`src/rtl/rtc_barrido_lectura.sv`:
```
`default_nettype none
// ============================================================================
// Module   : rtc_barrido_lectura
// Purpose  : RTC read sequencer. Sweeps a 6-bit step address 0..ADDR_LAST,
//            runs one multiplexed-bus read per RTC register (slots 1..9) and
//            holds each value on a dedicated output. Offers a hold/ack
//            handshake at slot boundaries so a writer can take the bus.
// Options  : RTC_BCD_CHECK_EN - reject captures with a nibble > 9 and pulse
//            bcd_err instead of loading the output register.
// Revision : 1.0 - initial release
// ============================================================================
module rtc_barrido_lectura #(
    parameter int STEP_DIV  = 16,
    parameter int ADDR_LAST = 55
) (
    input  logic       clk,
    input  logic       rst,
    input  logic       hold,
    input  logic [7:0] ad_in,
    output logic [7:0] ad_out,
    output logic       ad_oe,
    output logic       cs_n,
    output logic       rd_n,
    output logic       wr_n,
    output logic       ale,
    output logic [5:0] addr,
    output logic [7:0] s_l,
    output logic [7:0] m_l,
    output logic [7:0] h_l,
    output logic [7:0] d_l,
    output logic [7:0] me_l,
    output logic [7:0] a_l,
    output logic [7:0] st_l,
    output logic [7:0] mt_l,
    output logic [7:0] ht_l,
    output logic       sweep_done,
    output logic       hold_ack
`ifdef RTC_BCD_CHECK_EN
    ,
    output logic       bcd_err
`endif
);

    localparam logic [7:0] c_div_last  = 8'(STEP_DIV - 1);
    localparam logic [5:0] c_addr_last = 6'(ADDR_LAST);

    typedef enum logic [0:0] {
        ST_RUN  = 1'b0,
        ST_HOLD = 1'b1
    } state_t;

    state_t     r_state;
    logic [7:0] r_div;
    logic [5:0] r_addr;
    logic [7:0] r_ad_out;
    logic       r_ad_oe;
    logic       r_cs_n;
    logic       r_rd_n;
    logic       r_wr_n;
    logic       r_ale;
    logic       r_sweep_done;
    logic       r_hold_ack;
    logic [7:0] r_val [0:8];

    logic       w_step_end;
    logic [5:0] w_addr_nxt;
    logic       w_nxt_bound;
    logic [5:0] w_slot;
    logic [5:0] w_phase;
    logic [5:0] w_dec_addr;
    logic [5:0] w_dec_slot;
    logic [5:0] w_dec_phase;
    logic       w_dec_read;
    logic [7:0] w_ad_out;
    logic       w_ad_oe;
    logic       w_cs_n;
    logic       w_rd_n;
    logic       w_wr_n;
    logic       w_ale;
    logic       w_cap;
    logic       w_load;

    // Slot number to RTC register address
    function automatic logic [7:0] f_map(input logic [5:0] slot);
        logic [7:0] v;
        case (slot)
            6'd1:    v = 8'h21;
            6'd2:    v = 8'h22;
            6'd3:    v = 8'h23;
            6'd4:    v = 8'h24;
            6'd5:    v = 8'h25;
            6'd6:    v = 8'h26;
            6'd7:    v = 8'h41;
            6'd8:    v = 8'h42;
            6'd9:    v = 8'h43;
            default: v = 8'h00;
        endcase
        return v;
    endfunction

    assign w_step_end  = (r_state == ST_RUN) && (r_div == c_div_last);
    assign w_addr_nxt  = (r_addr == c_addr_last) ? 6'd0 : r_addr + 6'd1;
    assign w_nxt_bound = ((w_addr_nxt % 6'd5) == 6'd0);
    assign w_slot      = r_addr / 6'd5;
    assign w_phase     = r_addr % 6'd5;

    // Bus outputs are registered, so decode the step that will be current
    // after the next edge: the next address in RUN, the frozen one in HOLD
    // (used on the release edge).
    assign w_dec_addr  = (r_state == ST_HOLD) ? r_addr : w_addr_nxt;
    assign w_dec_slot  = w_dec_addr / 6'd5;
    assign w_dec_phase = w_dec_addr % 6'd5;
    assign w_dec_read  = (w_dec_slot >= 6'd1) && (w_dec_slot <= 6'd9);

    // Phase decode of the upcoming step into bus strobe levels
    always_comb begin
        w_ad_out = 8'h00;
        w_ad_oe  = 1'b0;
        w_cs_n   = 1'b1;
        w_rd_n   = 1'b1;
        w_wr_n   = 1'b1;
        w_ale    = 1'b0;
        if (w_dec_read) begin
            case (w_dec_phase)
                6'd0: begin
                    w_cs_n   = 1'b0;
                    w_ale    = 1'b1;
                    w_wr_n   = 1'b0;
                    w_ad_oe  = 1'b1;
                    w_ad_out = f_map(w_dec_slot);
                end
                6'd1: w_cs_n = 1'b0;
                6'd2, 6'd3: begin
                    w_cs_n = 1'b0;
                    w_rd_n = 1'b0;
                end
                default: ;
            endcase
        end
    end

    // Capture happens on the last edge of phase 3 of a read slot
    assign w_cap = w_step_end && (w_phase == 6'd3) &&
                   (w_slot >= 6'd1) && (w_slot <= 6'd9);

`ifdef RTC_BCD_CHECK_EN
    logic w_bcd_ok;
    logic r_bcd_err;

    assign w_bcd_ok = (ad_in[7:4] <= 4'd9) && (ad_in[3:0] <= 4'd9);
    assign w_load   = w_cap && w_bcd_ok;
    assign bcd_err  = r_bcd_err;

    // One-clock error pulse on a rejected capture
    always_ff @(posedge clk or posedge rst) begin
        if (rst) r_bcd_err <= 1'b0;
        else     r_bcd_err <= w_cap && !w_bcd_ok;
    end
`else
    assign w_load = w_cap;
`endif

    // Step divider, address sweep, hold handshake and registered bus strobes
    always_ff @(posedge clk or posedge rst) begin
        if (rst) begin
            r_state      <= ST_RUN;
            r_div        <= 8'd0;
            r_addr       <= 6'd0;
            r_ad_out     <= 8'h00;
            r_ad_oe      <= 1'b0;
            r_cs_n       <= 1'b1;
            r_rd_n       <= 1'b1;
            r_wr_n       <= 1'b1;
            r_ale        <= 1'b0;
            r_sweep_done <= 1'b0;
            r_hold_ack   <= 1'b0;
        end else begin
            r_sweep_done <= 1'b0;
            case (r_state)
                ST_RUN: begin
                    if (w_step_end) begin
                        r_div        <= 8'd0;
                        r_addr       <= w_addr_nxt;
                        r_sweep_done <= (r_addr == c_addr_last);
                        if (hold && w_nxt_bound) begin
                            r_state    <= ST_HOLD;
                            r_hold_ack <= 1'b1;
                            r_ad_out   <= 8'h00;
                            r_ad_oe    <= 1'b0;
                            r_cs_n     <= 1'b1;
                            r_rd_n     <= 1'b1;
                            r_wr_n     <= 1'b1;
                            r_ale      <= 1'b0;
                        end else begin
                            r_ad_out <= w_ad_out;
                            r_ad_oe  <= w_ad_oe;
                            r_cs_n   <= w_cs_n;
                            r_rd_n   <= w_rd_n;
                            r_wr_n   <= w_wr_n;
                            r_ale    <= w_ale;
                        end
                    end else begin
                        r_div <= r_div + 8'd1;
                    end
                end
                default: begin
                    r_div <= 8'd0;
                    if (!hold) begin
                        r_state    <= ST_RUN;
                        r_hold_ack <= 1'b0;
                        r_ad_out   <= w_ad_out;
                        r_ad_oe    <= w_ad_oe;
                        r_cs_n     <= w_cs_n;
                        r_rd_n     <= w_rd_n;
                        r_wr_n     <= w_wr_n;
                        r_ale      <= w_ale;
                    end
                end
            endcase
        end
    end

    // One holding register per read slot, loaded only on its capture edge
    for (genvar gi = 0; gi < 9; gi++) begin : g_val
        always_ff @(posedge clk or posedge rst) begin
            if (rst)                                  r_val[gi] <= 8'h00;
            else if (w_load && (w_slot == 6'(gi + 1))) r_val[gi] <= ad_in;
        end
    end

    assign ad_out     = r_ad_out;
    assign ad_oe      = r_ad_oe;
    assign cs_n       = r_cs_n;
    assign rd_n       = r_rd_n;
    assign wr_n       = r_wr_n;
    assign ale        = r_ale;
    assign addr       = r_addr;
    assign sweep_done = r_sweep_done;
    assign hold_ack   = r_hold_ack;
    assign s_l        = r_val[0];
    assign m_l        = r_val[1];
    assign h_l        = r_val[2];
    assign d_l        = r_val[3];
    assign me_l       = r_val[4];
    assign a_l        = r_val[5];
    assign st_l       = r_val[6];
    assign mt_l       = r_val[7];
    assign ht_l       = r_val[8];

endmodule
`default_nettype wire

```
`config.mk`:
```
export PLATFORM = sky130hd
export DESIGN_NAME = rtc_barrido_lectura
export DESIGN_NICKNAME = d
export VERILOG_FILES = /design/src/rtl/rtc_barrido_lectura.sv
export SDC_FILE = /design/constraint.sdc
export NUM_CORES = 1
export LEC_CHECK = 0
export BUFFER_PORTS_ARGS = -buffer_cell sky130_fd_sc_hd__buf_2
export CAP_MARGIN = 10
export CELL_PAD_IN_SITES_DETAIL_PLACEMENT = 2
export CELL_PAD_IN_SITES_GLOBAL_PLACEMENT = 2
export CORE_AREA = 2 2 206 107
export DETAILED_ROUTE_END_ITERATION = 7
export DIE_AREA = 0 0 208 109
export PLACE_DENSITY = 0.71
export RECOVER_POWER = 100
export SLEW_MARGIN = 20
export SYNTH_ARGS = -nofsm -noshare
export SYNTH_HDL_FRONTEND = slang
export SYNTH_SLANG_ARGS = --single-unit
```
`constraint.sdc`:
```
create_clock -name clk -period 5.9 [get_ports clk]
set_input_delay 0.295 -clock clk [delete_from_list [all_inputs] [get_ports clk]]
set_output_delay 0.295 -clock clk [all_outputs]
set_load 0.01 [all_outputs]
```
Word level (Yosys, flattened, before mapping)
Memory sizes are Yosys's and may differ from the RTL's.
Index checks and enable logic that the tools add are counted.
- bits in registers: 101
- bits in read-only memories: 80
- output and inout port bits: 93
- word-level logic and storage cells: 118
- memories: 1
- memories (name ; depth ; bits a word ; read ports ; clocked after memory_dff ; write ports ; line ; source):
    (name not given) ; 16 ; 5 ; 1 ; 0 ; 0 ; 86 ; case (slot)
- add/subtract/negate cells: 2
- div/mod/pow operators: 5
- $lt $le $gt $ge: 4
- eq/ne operators: 16
- muxes and demuxes: 45
- bitwise logic cells: 1
- reductions and logical operators: 25
- operators by type and width (kind ; count):
    8-bit two-way mux ; 9
    1-bit two-way mux ; 34
    6-bit by 2-bit equality test with 1-bit output (second input constant) ; 5
    6-bit by 3-bit equality test with 1-bit output (second input constant) ; 4
    6-bit by 3-bit remainder unit with 6-bit output (second input constant) ; 3
    1-bit logical AND ; 15
    6-bit by 3-bit divider with 6-bit output (second input constant) ; 2
    6-bit by 1-bit equality test with 1-bit output (second input constant) ; 2
    6-bit by 4-bit equality test with 1-bit output (second input constant) ; 2
    6-bit by 1-bit greater-or-equal comparator with 1-bit output (second input constant) ; 2
    6-bit by 4-bit less-or-equal comparator with 1-bit output (second input constant) ; 2
    6-bit zero test ; 2
    6-bit two-way mux ; 2
    8-bit by 1-bit adder with 8-bit output (second input constant) ; 1
    8-bit by 4-bit equality test with 1-bit output (second input constant) ; 1
    6-bit by 1-bit adder with 6-bit output (second input constant) ; 1
    6-bit equality test (second input constant) ; 1
    2-bit AND reduction ; 2
    2-bit nonzero test ; 2
    4-bit OR reduction ; 1
    3-bit AND reduction ; 1
    2-bit zero test ; 1
    2-bit inequality test (second input constant) ; 1
    2-bit OR reduction ; 1
    1-bit NOT ; 1

Logic depth before layout (Yosys ltp)
Gate-level depths: netlist of run 1.
- word-level depth: 11
- mapped depth: 26
- depth with buffers taken out: 24

Worst setup path after synthesis of run 1
Ideal clock, no wire load.
- kind: reg2reg
- from: register r_addr[0], in the netlist addr[0]
- to: register r_val (netlist bit me_l[0])
- library setup time: 0.125 ns
- arrival: 5.302 ns
- data required time: 5.775 ns
- path slack: 0.473 ns
- stages on the path, launching flop included: 24
- buffers on the path: 1
- clock period less this slack: 5.427 ns
- cell sequence: dfrtp_1 buf_1 inv_1 ha_1 o31ai_1 a22o_4 nor2_8 o21ai_2 a21o_1 inv_2 ha_1 inv_1 o31ai_1 o21ai_1 a21oi_4 nor2_1 nand2b_1 ha_1 o22ai_1 mux2_4 a211o_1 a2111oi_4 nand3_4 mux2_4
- cells in the longest elaborated chain, start to end: 6
- elaborated cells on any way between the ends: 10
- classes of those cells: div: 2; order compare: 2; eq/ne: 2; reduce/logical: 4
- ends and longest elaborated chain (element ; line ; source):
    start: declaration ; 54 ; logic [5:0] r_addr;
    start signal: assignment ; 183 ; r_addr <= w_addr_nxt;
    branches (longest 5 deep; another with 6-bit by 3-bit divider with 6-bit output) ; - ;
    1-bit logical AND (*) ; 227 ; else if (w_load && (w_slot == 6'(gi + 1))) r_val[gi] <= ad_in;
    end signal: indexed assignment ; 227 ;
    end: declaration ; 63 ; logic [7:0] r_val [0:8];
Every way passes the cells marked *.
A chain may end at the register's enable or synchronous reset.

Worst setup path after layout of run 1
- from: register r_addr[3], in the netlist addr[3]
- to: register r_val (netlist bit ht_l[5])
Same word-level chain as after synthesis.

==> results.txt, run 1 <==
WHS Path Cells = 3
all-layer global routing usage = 20.7%
EDFF count, synth = 0
hold_sp = hold
clock root buffer master = clkbuf_16
R2R Path End = ht_l[5]$_DFFE_PP0P_
final WL = 23.2 mm
max-slew violations = 77
Commonest cells post-synth = dfrtp_1, mux2_2, nand2_1, nor2_1, o21ai_0
vias per inst = 5.41
syn_area_per_cell = 10.3 sq um
Post-Synth Simple-Gate Area = 15.8%
Iter 0 DRT Violations = 326
layout cell share with drive strength beyond 1 = 21.1%
pre-CTS setup slack = -253 ps
clock latency on the worst-skew pair = 360 ps
Crit. End Element = register
final setup fails = 0
RSZ-0062 raised after global routing = no
Synth area leader = dfrtp_1
fillers = 2,313
Slowest-stage cell, CP = and4_2
Synth Area in Adders = 4.02%
Final Worst Setup Slack = 287 ps
DRT Pass-1 Iters = 5
slew margin rel. = -30.6%
Die X = 208 um
CP Cell Sequence = buf_4, ha_1, or2_4, a22o_4, nor2_8, o21ai_2, a21o_1, inv_2, ha_1, inv_1, o31ai_1, o21ai_2, a21oi_4, nor2_1, nand2b_1, ha_1, nor2_1, nand2_1, or3_1, nand4_2, and4_2, mux2_2
antenna cells = 0
CTS tree = built
Net Sw Frac = 49.7%
Hold Violations, Final = 0
failing checks = max-capacitance violations, max-slew violations
Hold Crit Endpoint = hold_ack$_DFFE_PP0P_
period utilisation layout = 95.1%
VDD IR max = 0.000205 V
multiplexer share of the synthesized area = 15.6%
CP max stage delay = 520 ps
synth unique cells = 87
port buffer count = 100
post-layout minimum cycle time = 5610 ps
critical path class = reg2reg
clk slew on worst S/H paths = 80 ps
# nets final = 737
Yosys reg bits = 98
H-tree Lvls = 3
Post-DRT Antenna Nets = 0
Maximum Capacitance Violations = 1
ys async rst share = 100%
GPL Wtd Cong = 0.876
critical path's top delay family = simple AND/OR/NAND/NOR gates
vias = 5,370
Max FO, Critical Path = 9
Most Frequent Cell on Critical Path = ha_1
vias in the first global route = 5,839
Ports = 104
Clock Power Share = 16.1%
Cell Area, Synth = 6170 sq um
global-route wire length before repair = 36.0 mm
Area Growth Syn to Fin = 18.1%
Int Pwr = 0.00185 W
startpoint types = register
Die Y = 109 um
Arr. time, crit path = 5860 ps
reg2reg setup slack = 290 ps
largest net degree at the start of global routing = 77
reg-to-reg startpoint = addr[3]$_DFFE_PP0P_
worst path bufs/invs = 3
Synth Area in Compound Gates = 17.4%
Design Area, Final = 7280 sq um
xor-xnor portion of the synthesized cell area = 3.12%
die area = 22,700 sq um
Synth area leaders = dfrtp_1, mux2_2, ha_1
initial core utilization = 29.3%
cells after synthesis = 598
fmax = 178 MHz
CTS buffer count = 9
initial antenna violation count = 0
total congestion overflow = 0
Sequential Power Share = 23.2%
post-route DRC violation count = 0
CTS sink cnt = 98
Power Dens Cells = 504 nW/um^2
skew final = 8.85 ps
net switching power = 0.00183 W
R2R depth = 22
measured slew at the worst slew-check pin = 1960 ps
Ys Warns = 0
combinational share of power = 60.6%
CTS Buffer Depth = 2
outcome = complete, but fails checks
most common cell in the netlist = dfrtp_1
P_leak = 3.04 nW
share of the synthesized area in the top cell type = 38.5%
WL per Instance = 23.4 um
Worst EP required = 6150 ps
main combinational cell family by area after synthesis = compound AO/OA/AOI/OAI gates
type of the tightest min-delay check = in2reg
register area share after synthesis = 39.8%
Core Region = 21,000 sq um
Post-DP HPWL = 17.5 mm
Synth Flop Type = dfrtp_1
# rows = 38
area post-placement = 7020 sq um
-- worst max path at each step --
| stage | startpoint | to | cells past startpoint |
|---|---|---|---|
| global route | addr[3]$_DFFE_PP0P_ | st_l[1]$_DFFE_PP0P_ | 23 |
| detailed placement | addr[1]$_DFFE_PP0P_ | ad_out[5]$_DFFE_PP0P_ | 25 |
| finish | addr[3]$_DFFE_PP0P_ | ht_l[5]$_DFFE_PP0P_ | 22 |
| floorplan | addr[0]$_DFFE_PP0P_ | me_l[0]$_DFFE_PP0P_ | 23 |
| global placement | addr[1]$_DFFE_PP0P_ | ad_out[5]$_DFFE_PP0P_ | 25 |
| CTS | addr[1]$_DFFE_PP0P_ | ad_out[5]$_DFFE_PP0P_ | 24 |
-- power by group through the flow --
stage	clock (W)	sequential (W)	combinational [W]
finish	0.000593	0.000854	0.00223
global route	0.000627	0.000867	0.00245
CTS	0.000606	0.000854	0.00218
detailed placement	0	0.000864	0.00211
global placement	0	0.000853	0.00200
floorplan	0	0.000896	0.00135
-- cell type report --
class	instances	area [sq um]	area share [%]
Clock inverter	7	60.1	0.825
Tap cell	280	350	4.81
Clock buffer	9	225	3.09
Sequential cell	98	2460	33.7
Multi-Input combinational cell	448	3530	48.4
Inverter	25	95.1	1.31
Timing Repair Buffer	125	571	7.83
-- per-layer routing --
| metal | global-route usage (%) | vias to the layer above | share of wire, % |
|---|---|---|---|
| met3 | 3.74 | 10 | 3.2 |
| met5 | 0 | - | 0 |
| met2 | 31.5 | 76 | 44 |
| met4 | 2.63 | 0 | 0.45 |
| met1 | 31.1 | 2852 | 52 |
| li1 | - | 2432 | - |
-- cell usage in the layout (no fill, tap or decap), drive strengths merged, types with 5 or more instances in the layout --
| cell | instances |
|---|---|
| a211oi | 7 |
| a21o | 11 |
| a21oi | 21 |
| a22oi | 5 |
| a31oi | 6 |
| and3 | 8 |
| and4 | 6 |
| buf | 35 |
| clkbuf | 98 |
| dfrtp | 95 |
| ha | 19 |
| inv | 27 |
| mux2 | 76 |
| mux2i | 7 |
| nand2 | 45 |
| nand2b | 8 |
| nand3 | 19 |
| nand4 | 6 |
| nor2 | 34 |
| nor2b | 8 |
| nor3 | 9 |
| nor4 | 7 |
| o21ai | 34 |
| o22ai | 9 |
| or3 | 5 |
| xnor2 | 17 |
| xor2 | 5 |
-- flip-flops by register name, summed over array words and instances (netlist names), 5 cells and up --
signal  count
a_l         8
d_l         8
h_l         8
ht_l        8
m_l         8
me_l        8
mt_l        8
r_div       8
s_l         8
st_l        8
addr        6
ad_out      5
-- tightest hold or removal path, stage by stage --
cell and delay, ps:
buf_2 130, o21ai_0 80, nand2_1 60
-- metrics by stage --
| step | hold slack, ps | setup TNS, ps | utilization (%) | std cells | total power (W) |
|---|---|---|---|---|---|
| 2_1_floorplan | 426 | 0 | - | 600 | 0.00225 |
| 3_3_place_gp | 280 | 0 | 33.4 | 971 | 0.00285 |
| 3_5_place_dp | 299 | -1280 | 33.4 | 971 | 0.00297 |
| 4_1_cts | 233 | 0 | 34.9 | 988 | 0.00364 |
| 5_1_grt | 269 | 0 | 34.7 | 992 | 0.00394 |
| 6_report | 239 | 0 | 34.7 | 992 | 0.00367 |
-- repair_timing --
| action | CTS | global route |
|---|---|---|
| hold endpoints to repair | 19 | 0 |
| buffers inserted | 0 | 4 |
| pin swaps | 0 | 3 |
| hold buffers | 1 | 0 |
| gates resized for setup | 3 | 14 |
| gates cloned | 0 | 0 |
| setup endpoints to repair | 9 | 73 |
-- logic make-up (layout without fill, tap and decap cells) --
group / count (synthesis) / in the layout
and+or+nand+nor: 174 / 174
xor gates and xnor gates: 22 / 22
adders and majority gates: 20 / 20
AOI/OAI and AO/OA: 146 / 146
muxes: 83 / 83
DFF: 98 / 98
other: 1 / 3
buffers and inverters: 54 / 166
No activity file was read; power rests on OpenSTA's default activity.
==> run 2: changes to the inputs <==
- CAP_MARGIN: 10 -> not set
- clock period: 5.9 -> 6 ns (I/O delays scaled with it)
==> run 2 against run 1 <==
  * Sequential share of layout area fell by 0.11 points
  * Design area rose by 0.43%
  * Non-clock buffer count fell by 3
  * Maximum frequency is 2.6% lower
  * Setup slack worse by 47 ps
  * Worst hold slack worse by 8.0 ps
  * Critical path depth rose by 1
  * Combinational power down 4%
  * First-iteration DRC count down 4.3%
  * Clock power increased by 5.2%
  * Count of clock-buffer cells in the layout stayed put
  * The run still ends with max-capacitance violations, max-slew violations left
  * Critical endpoint is now me_l[1]$_DFFE_PP0P_
==> results.txt, run 2 (synthesis results as in run 1) <==
commonest non-fill, non-tap cell in the layout = dfrtp_1
final setup fails = 0
port buffer count = 100
post-layout minimum cycle time = 5760 ps
VDD IR max = 0.000195 V
post-route DRC violation count = 0
Setup TNS = 0 ps
die area = 22,700 sq um
fillers = 2,341
# nets final = 734
CTS tree = built
clock latency on the worst-skew pair = 360 ps
CTS Buffer Depth = 2
failing checks = max-capacitance violations, max-slew violations
WL per Instance = 23.0 um
pre-CTS setup slack = -359 ps
reg-to-reg startpoint = addr[1]$_DFFE_PP0P_
period utilisation layout = 96.0%
R2R Path End = me_l[1]$_DFFE_PP0P_
slew margin rel. = -136%
most frequent cells in the layout = dfrtp_1, clkbuf_1, mux2_2, nand2_1, nor2_1
antenna cells = 0
reg2reg setup slack = 240 ps
# rows = 38
Ports = 104
DRT Pass-1 Iters = 4
Area Growth Syn to Fin = 18.6%
skew final = 11.2 ps
Hold Crit Endpoint = hold_ack$_DFFE_PP0P_
fmax = 174 MHz
vias = 5,342
critical path class = reg2reg
vias in the first global route = 5,814
type of the tightest min-delay check = in2reg
largest net degree at the start of global routing = 65
clk slew on worst S/H paths = 80 ps
Power Dens Cells = 498 nW/um^2
final WL = 22.8 mm
Iter 0 DRT Violations = 312
total congestion overflow = 0
measured slew at the worst slew-check pin = 3550 ps
initial core utilization = 29.3%
P_leak = 3.07 nW
hold_sp = hold
Arr. time, crit path = 6000 ps
vias per inst = 5.40
Crit. End Element = register
outcome = complete, but fails checks
all-layer global routing usage = 20.2%
Design Area, Final = 7310 sq um
Hold Violations, Final = 0
layout cell share with drive strength beyond 1 = 21.6%
Maximum Capacitance Violations = 2
Core Region = 21,000 sq um
startpoint types = register
Die X = 208 um
hold slack = 231 ps
CTS buffer count = 9
CTS sink cnt = 98
WHS Path Cells = 3
clock root buffer master = clkbuf_16
max-slew violations = 101
Max FO, Critical Path = 8
Total Power = 0.00364 W
Die Y = 109 um
Final Worst Setup Slack = 240 ps
H-tree Lvls = 3
Post-DRT Antenna Nets = 0
global-route wire length before repair = 35.4 mm
area post-placement = 7010 sq um
Worst EP required = 6240 ps
Post-DP HPWL = 17.8 mm
initial antenna violation count = 0
GPL Wtd Cong = 0.894
R2R depth = 23
-- run 2: changes by cell type in the layout (fill, tap and decap cells not counted), moves of 2 or more --
| cell | before | now |
|---|---|---|
| dfrtp_2 | 0 | 2 |
| mux2_1 | 18 | 14 |
| mux2_4 | 4 | 9 |
| buf_4 | 18 | 16 |
| a2111oi_2 | 2 | 0 |
| dfrtp_1 | 95 | 93 |
-- run 2: timing repair --
action,in CTS,in global routing
pin swaps,1,2
hold buffers,1,0
cloned,0,0
resized for setup,4,16
setup buffers,0,2
setup endpoints to repair,19,75
hold endpoints to repair,31,0
-- run 2: per-stage QoR --
step	cells	util [%]
2_1_floorplan	600	-
3_3_place_gp	970	33.4
3_5_place_dp	970	33.4
4_1_cts	987	35.0
5_1_grt	989	34.8
6_report	989	34.8
-- run 2: final cells by class --
class / instances / area (sq um) / share of cell area (%)
repair buffers: 122 / 548 / 7.49
flip-flops and latches: 98 / 2460 / 33.6
well taps: 280 / 350 / 4.79
clock inverters: 7 / 85.1 / 1.16
clock buffers: 9 / 225 / 3.08
inverters: 25 / 95.1 / 1.30
multi-input cells: 448 / 3550 / 48.6
-- run 2: how the worst max path moves through the flow --
| stage | start | to | slack (ps) | cells after the start |
|---|---|---|---|---|
| finish | addr[1]$_DFFE_PP0P_ | me_l[1]$_DFFE_PP0P_ | 240 | 23 |
| global route | addr[4]$_DFFE_PP0P_ | me_l[1]$_DFFE_PP0P_ | -60 | 23 |
| floorplan | addr[0]$_DFFE_PP0P_ | me_l[0]$_DFFE_PP0P_ | 570 | 23 |
| global placement | addr[0]$_DFFE_PP0P_ | ad_out[5]$_DFFE_PP0P_ | -10 | 24 |
| CTS | addr[0]$_DFFE_PP0P_ | me_l[1]$_DFFE_PP0P_ | 4 | 22 |
| detailed placement | addr[0]$_DFFE_PP0P_ | ad_out[5]$_DFFE_PP0P_ | -360 | 24 |
-- run 2: layer usage --
layer  up-vias  global-route usage (%)  share of wire, %
li1       2420                       -                 -
met1      2820                    30.6                52
met2        89                    30.5                44
met3        13                    3.54               3.0
met4         0                    2.84              0.63
met5         -                       0                 0
-- run 2: report_power, final --
| part | internal [W] | switching (W) | leakage [nW] | total, W |
|---|---|---|---|---|
| sequential | 0.000765 | 0.0000993 | 1.19 | 0.000865 |
| clock | 0.000333 | 0.000290 | 0.152 | 0.000624 |
| combinational | 0.000749 | 0.00140 | 1.73 | 0.00215 |
| total | 0.00185 | 0.00179 | 3.07 | 0.00364 |
-- run 2: worst max-delay path, stage by stage, from the launching register on --
cell       delay (ps)
dfrtp_2           480
inv_1             230
ha_1              300
nand3b_4          130
a21o_1            270
nand2_1           240
o21ai_2           150
a21o_1            260
inv_2             120
ha_1              210
inv_1             110
o31ai_1           310
o21ai_2           160
a21oi_4           230
nand2_1           100
nand2b_1          120
ha_1              340
o22ai_1           150
mux2_4            270
a211o_1           280
a2111oi_4         350
buf_4             220
nand3_4           220
mux2_4            380
